### src/rtl/mips_run_monitor.sv
// Run monitor for the Harvard MIPS CPU benches: watches the CPU status and bus
// strobes and produces one sticky, registered pass/fail verdict with counters.
module mips_run_monitor #(
  parameter int unsigned TIMEOUT_CYCLES = 40,
  parameter int unsigned START_TIMEOUT  = 4,
  parameter logic [31:0] RESET_VECTOR   = 32'hBFC00000,
  parameter logic [31:0] EXPECTED_V0    = 32'h0,
  parameter bit          CHECK_V0       = 1'b1
) (
  input  logic        clk,
  input  logic        rst,
  input  logic        active,
  input  logic [31:0] register_v0,
  input  logic [31:0] instr_address,
  input  logic        instr_read,
  input  logic [31:0] data_address,
  input  logic        data_read,
  input  logic        data_write,
  input  logic [3:0]  byte_enable,
  output logic        done,
  output logic        pass,
  output logic [2:0]  fail_code,
  output logic [31:0] cycle_count,
  output logic [31:0] final_v0,
  output logic [31:0] fetch_count
);

  localparam logic [2:0] FC_NONE        = 3'd0;
  localparam logic [2:0] FC_NOT_STARTED = 3'd1;
  localparam logic [2:0] FC_TIMEOUT     = 3'd2;
  localparam logic [2:0] FC_BAD_VECTOR  = 3'd3;
  localparam logic [2:0] FC_MISALIGNED  = 3'd4;
  localparam logic [2:0] FC_BUS_CONFL   = 3'd5;
  localparam logic [2:0] FC_BAD_BE      = 3'd6;
  localparam logic [2:0] FC_V0_MISMATCH = 3'd7;

  typedef enum logic [1:0] {IDLE, RUN, DONE, ERROR} state_t;

  state_t      state_q, state_d;
  logic        done_d, pass_d, first_fetch_q, first_fetch_d;
  logic [2:0]  code_d, run_code;
  logic [31:0] cycle_d, v0_d, fetch_d, cyc_inc;

  // The data address is carried for completeness only; nothing checks it.
  logic unused_data_address;
  assign unused_data_address = ^data_address;

  assign cyc_inc = cycle_count + 32'd1;

  // RUN-state error code; lowest-numbered condition wins. Timeout needs
  // active=1, so it can never collide with a completion on the same edge.
  always_comb begin
    run_code = FC_NONE;
    if (cyc_inc == 32'(TIMEOUT_CYCLES) && active)
      run_code = FC_TIMEOUT;
    else if (instr_read && !first_fetch_q && instr_address != RESET_VECTOR)
      run_code = FC_BAD_VECTOR;
    else if (instr_read && instr_address[1:0] != 2'b00)
      run_code = FC_MISALIGNED;
    else if (data_read && data_write)
      run_code = FC_BUS_CONFL;
    else if ((data_read || data_write) && byte_enable == 4'b0000)
      run_code = FC_BAD_BE;
  end

  // Next-state and next-verdict logic; DONE/ERROR hold everything.
  always_comb begin
    state_d       = state_q;
    done_d        = done;
    pass_d        = pass;
    code_d        = fail_code;
    cycle_d       = cycle_count;
    v0_d          = final_v0;
    fetch_d       = fetch_count;
    first_fetch_d = first_fetch_q;
    case (state_q)
      IDLE: begin
        cycle_d = cyc_inc;
        if (active) begin
          state_d = RUN;
        end else if (cyc_inc == 32'(START_TIMEOUT)) begin
          state_d = ERROR;
          done_d  = 1'b1;
          pass_d  = 1'b0;
          code_d  = FC_NOT_STARTED;
          v0_d    = register_v0;
        end
      end
      RUN: begin
        cycle_d = cyc_inc;
        if (instr_read) begin
          fetch_d       = fetch_count + 32'd1;
          first_fetch_d = 1'b1;
        end
        if (run_code != FC_NONE) begin
          state_d = ERROR;
          done_d  = 1'b1;
          pass_d  = 1'b0;
          code_d  = run_code;
          v0_d    = register_v0;
        end else if (!active) begin
          done_d = 1'b1;
          v0_d   = register_v0;
          if (!CHECK_V0 || register_v0 == EXPECTED_V0) begin
            state_d = DONE;
            pass_d  = 1'b1;
            code_d  = FC_NONE;
          end else begin
            state_d = ERROR;
            pass_d  = 1'b0;
            code_d  = FC_V0_MISMATCH;
          end
        end
      end
      default: ;
    endcase
  end

  // State and output registers; synchronous reset aborts any run.
  always_ff @(posedge clk) begin
    if (rst) begin
      state_q       <= IDLE;
      done          <= 1'b0;
      pass          <= 1'b0;
      fail_code     <= FC_NONE;
      cycle_count   <= '0;
      final_v0      <= '0;
      fetch_count   <= '0;
      first_fetch_q <= 1'b0;
    end else begin
      state_q       <= state_d;
      done          <= done_d;
      pass          <= pass_d;
      fail_code     <= code_d;
      cycle_count   <= cycle_d;
      final_v0      <= v0_d;
      fetch_count   <= fetch_d;
      first_fetch_q <= first_fetch_d;
    end
  end

endmodule

### config.mk
export PLATFORM = sky130hd
export DESIGN_NAME = mips_run_monitor
export DESIGN_NICKNAME = d
export VERILOG_FILES = /design/src/rtl/mips_run_monitor.sv
export SDC_FILE = /design/constraint.sdc
export NUM_CORES = 1
export LEC_CHECK = 0
export CORE_MARGIN = 1
export CORE_UTILIZATION = 45
export DETAILED_ROUTE_END_ITERATION = 8
export PLACE_DENSITY = 0.86
export SLEW_MARGIN = 20
export SYNTH_ARGS = -nofsm -noshare
export SYNTH_HDL_FRONTEND = slang
export SYNTH_SLANG_ARGS = --single-unit
export TNS_END_PERCENT = 10
### constraint.sdc
create_clock -name clk -period 3.52 [get_ports clk]
set_input_delay 0.704 -clock clk [delete_from_list [all_inputs] [get_ports clk]]
set_output_delay 0.704 -clock clk [all_outputs]
set_load 0.05 [all_outputs]
==> flow_summary_export.csv, run 1 <==
group,metric,value,unit
sta,layout_min_cycle_time,3.09,ns
finish,final_net_count,899,
route,drt-total-wl,13900,microns
clocking,total_number_of_clock_tree_sinks,104,
die,core_region_area,12100,sq um
power,max-vdd-ir-drop,0.000208,V
die,floorplan.initialDensity,46.3,%
worst_setup_path,timing.critical_path.arrival,3.33,ns
synth,syn_inst,642,
clocking,tritoncts,"yes",
finish,final_layout_size_suffix_gt1_share,6.04,%
synth,syn_nets,750,
route,first_pass_iters,4,
worst_setup_path,worst_setup_path_end_kind,"register",
die,ios,207,
synth,yosys_most_used_dff,"dfxtp_1",
clocking,clock_latency,0.35,ns
finish,layout_common_cells,"clkdlybuf4s50_1 (173), dfxtp_1 (104), nor2_1 (72)",
route,wl_per_cell,14.4,microns
placed_design,portBuffers,174,
placed_design,post-place-cells,948,
sta,final-hold-violation-count,0,
placed_design,post-dp-hpwl,10100,microns
finish,num-fill-cells,1044,
finish,antenna_cells_inserted,0,
grt,largest_net_degree_at_the_start_of_global_routing,102,
placed_design,gp_congestion,0.833,
sta,tightestPinTransition,0.796,ns
grt,grt_pass1_vias,4442,
grt,track_usage,21.4,%
synth,yosys_warnings,0,
hold_path,hold_depth,2,
worst_setup_path,cp_data_required_time,3.76,ns
synth,syn-cell-area,5580,sq um
sta,final-max-slew-violation-count,0,
worst_setup_path,crit_type,"register to register",
die,placementRows,40,
grt,number_of_antenna_violations_at_the_first_check_in_global_routing,0,
grt,grt_pass1_wl,22100,microns
finish,flow.area_growth_from_synthesis,36.9,%
finish,instances_no_fill,963,
synth,synth_seq_cells,104,
clocking,cts_setup_buffers,0,
run_status,outcome,"completed",
synth,postSynthAreaPerCell,8.69,sq um
clocking,htreeDepth,3,
die,die_w,113,microns
route,postRouteAntennaNets,0,
worst_setup_path,start_kind,"register",
route,drt_first_iter_violations,348,
sta,report.final.setup_viol,0,
hold_path,hp_class,"register to register",
sta,grt_setup_unrepaired,"no",
clocking,clk_transition_reported_paths,0.07,ns
sta,worst_slew_margin_rel,47.0,%
synth,number_of_distinct_library_cells_after_synthesis,64,
clocking,cts.hold.buffers_added,0,
sta,clock-skew-final,0.00877,ns
route,post-route-drc-count,0,
power,power_density,365,nW/um^2
worst_setup_path,peak_fanout_along_the_critical_path,13,
power,leakage,2.75,nW
sta,timing.hold.ws,0.453,ns
finish,final_common_cell,"clkdlybuf4s50_1",
synth,ys_seq_area_share,37.3,%
clocking,tritoncts.num_buffers,9,
synth,postSynth.asyncResetShare,0,%
clocking,cts_resized,0,
grt,overflow,0,
die,die_ar,12900,sq um
route,via_count,5076,
worst_setup_path,rr_worst_depth,9,
clocking,ctsLongestPathBuffers,2,
sta,fmax,323,MHz
job,max_cap_violations,0,
sta,final_min_period_over_clock_period,87.9,%
synth,number_of_synthesized_flops_with_an_enable_pin,0,
die,die_y,113,microns
clocking,cts_root_buf,"clkbuf_16",
sta,final.setup.tns,0,ns
route,vias_per_cell,5.27,
[synthesized netlist by cell type, types with 2 or more instances]
master,n,area share [%]
a211o_1,4,0.63
a211oi_1,2,0.27
a211oi_2,2,0.45
a21oi_1,14,1.3
a311oi_1,2,0.31
a31oi_1,5,0.56
and2_1,2,0.22
and3_1,8,0.90
and4_1,3,0.47
buf_12,3,1.1
buf_2,16,1.4
buf_4,3,0.40
clkbuf_1,20,1.3
clkbuf_2,5,0.45
dfxtp_1,104,37
ha_1,2,0.45
inv_1,11,0.74
mux2i_1,36,6.5
nand2_1,36,2.4
nand2b_1,66,7.4
nand3_1,23,2.1
nand3_2,2,0.36
nand4_1,24,2.7
nand4_2,2,0.45
nor2_1,72,4.8
nor2b_1,4,0.45
nor3_1,13,1.2
nor3b_1,4,0.54
nor4_1,21,2.4
nor4_4,2,0.76
nor4b_1,3,0.47
o211ai_1,2,0.27
o21a_1,2,0.27
o21ai_0,15,1.3
or3_1,13,1.5
or4_1,7,0.94
xnor2_1,30,4.7
xor2_1,33,5.2
[critical path: stages (launching register included)]
cell and delay (ns):
dfxtp_1 0.54, nand3_2 0.33, nor4_2 0.34, buf_4 0.22, o211ai_1 0.11, a22oi_1 0.34, o211ai_1 0.16, o41ai_1 0.58
nor4b_1 0.13, o21ba_2 0.23
[layout make-up]
type	instances	area [sq um]	share of cell area [%]
flip-flops and latches	104	2080	27.2
clock inverters	6	45.0	0.589
repair buffers	187	1850	24.2
multi-input cells	478	3190	41.7
inverters	11	41.3	0.540
well taps	168	210	2.75
clock buffers	9	225	2.95
[power breakdown]
part / switching, mW / leakage (nW) / internal, mW
Combinational: 0.335 / 1.78 / 0.251
Sequential: 0.0403 / 0.843 / 1.23
Clock: 0.452 / 0.124 / 0.478
[through the flow]
step / total power, mW / utilization [%] / setup WS (ns) / instance area [sq um]
2_1_floorplan: 1.67 / - / 0.449 / 5580
3_3_place_gp: 1.88 / 61.1 / 0.333 / 7370
3_5_place_dp: 1.89 / 61.1 / 0.311 / 7370
4_1_cts: 2.82 / 63.4 / 0.419 / 7640
5_1_grt: 2.89 / 63.4 / 0.198 / 7640
6_report: 2.79 / 63.4 / 0.427 / 7640
[path summary, 6_finish.rpt]
kind | startpoint | to | slack [ns]
worst max-delay path | cycle_count[3] | pass | 0.43
worst min-delay path | done | done | 0.45
worst max register to register | cycle_count[3] | pass | 0.43
worst min register to register | done | done | 0.45
[cells by family after synthesis]
group	after synthesis	synth area share (%)
buffers and inverters	60	5.72
AND/OR/NAND/NOR	315	32.3
multiplexers	37	6.66
adder cells (fa/ha/maj)	3	0.628
flip-flops	104	37.3
AO/OA/AOI/OAI	60	7.53
XOR/XNOR	63	9.89
[routing by layer]
| layer | part of all wire, % | vias up | routed length (microns) | track usage [%] |
|---|---|---|---|---|
| li1 | - | 2539 | - | - |
| met1 | 47 | 2360 | 6460 | 29.0 |
| met2 | 46 | 165 | 6400 | 34.9 |
| met3 | 5.8 | 12 | 799 | 2.98 |
| met4 | 1.4 | 0 | 195 | 7.63 |
| met5 | 0 | - | 0 | 0 |
[flip-flops by register name, indices dropped and copies added, names as in the netlist]
register,cells
cycle_count,32
fetch_count,32
final_v0,32
fail_code,3
state_q,2
done,1
first_fetch_q,1
pass,1
(Power assumes the default switching activity.)
==> inputs of run 2 (changes only) <==
Settings changed: CAP_MARGIN from default to 20, CTS_CLUSTER_DIAMETER from default to 100.
==> results of run 2 <==
The final DEF is identical to that of run 1; final timing and power are the same.
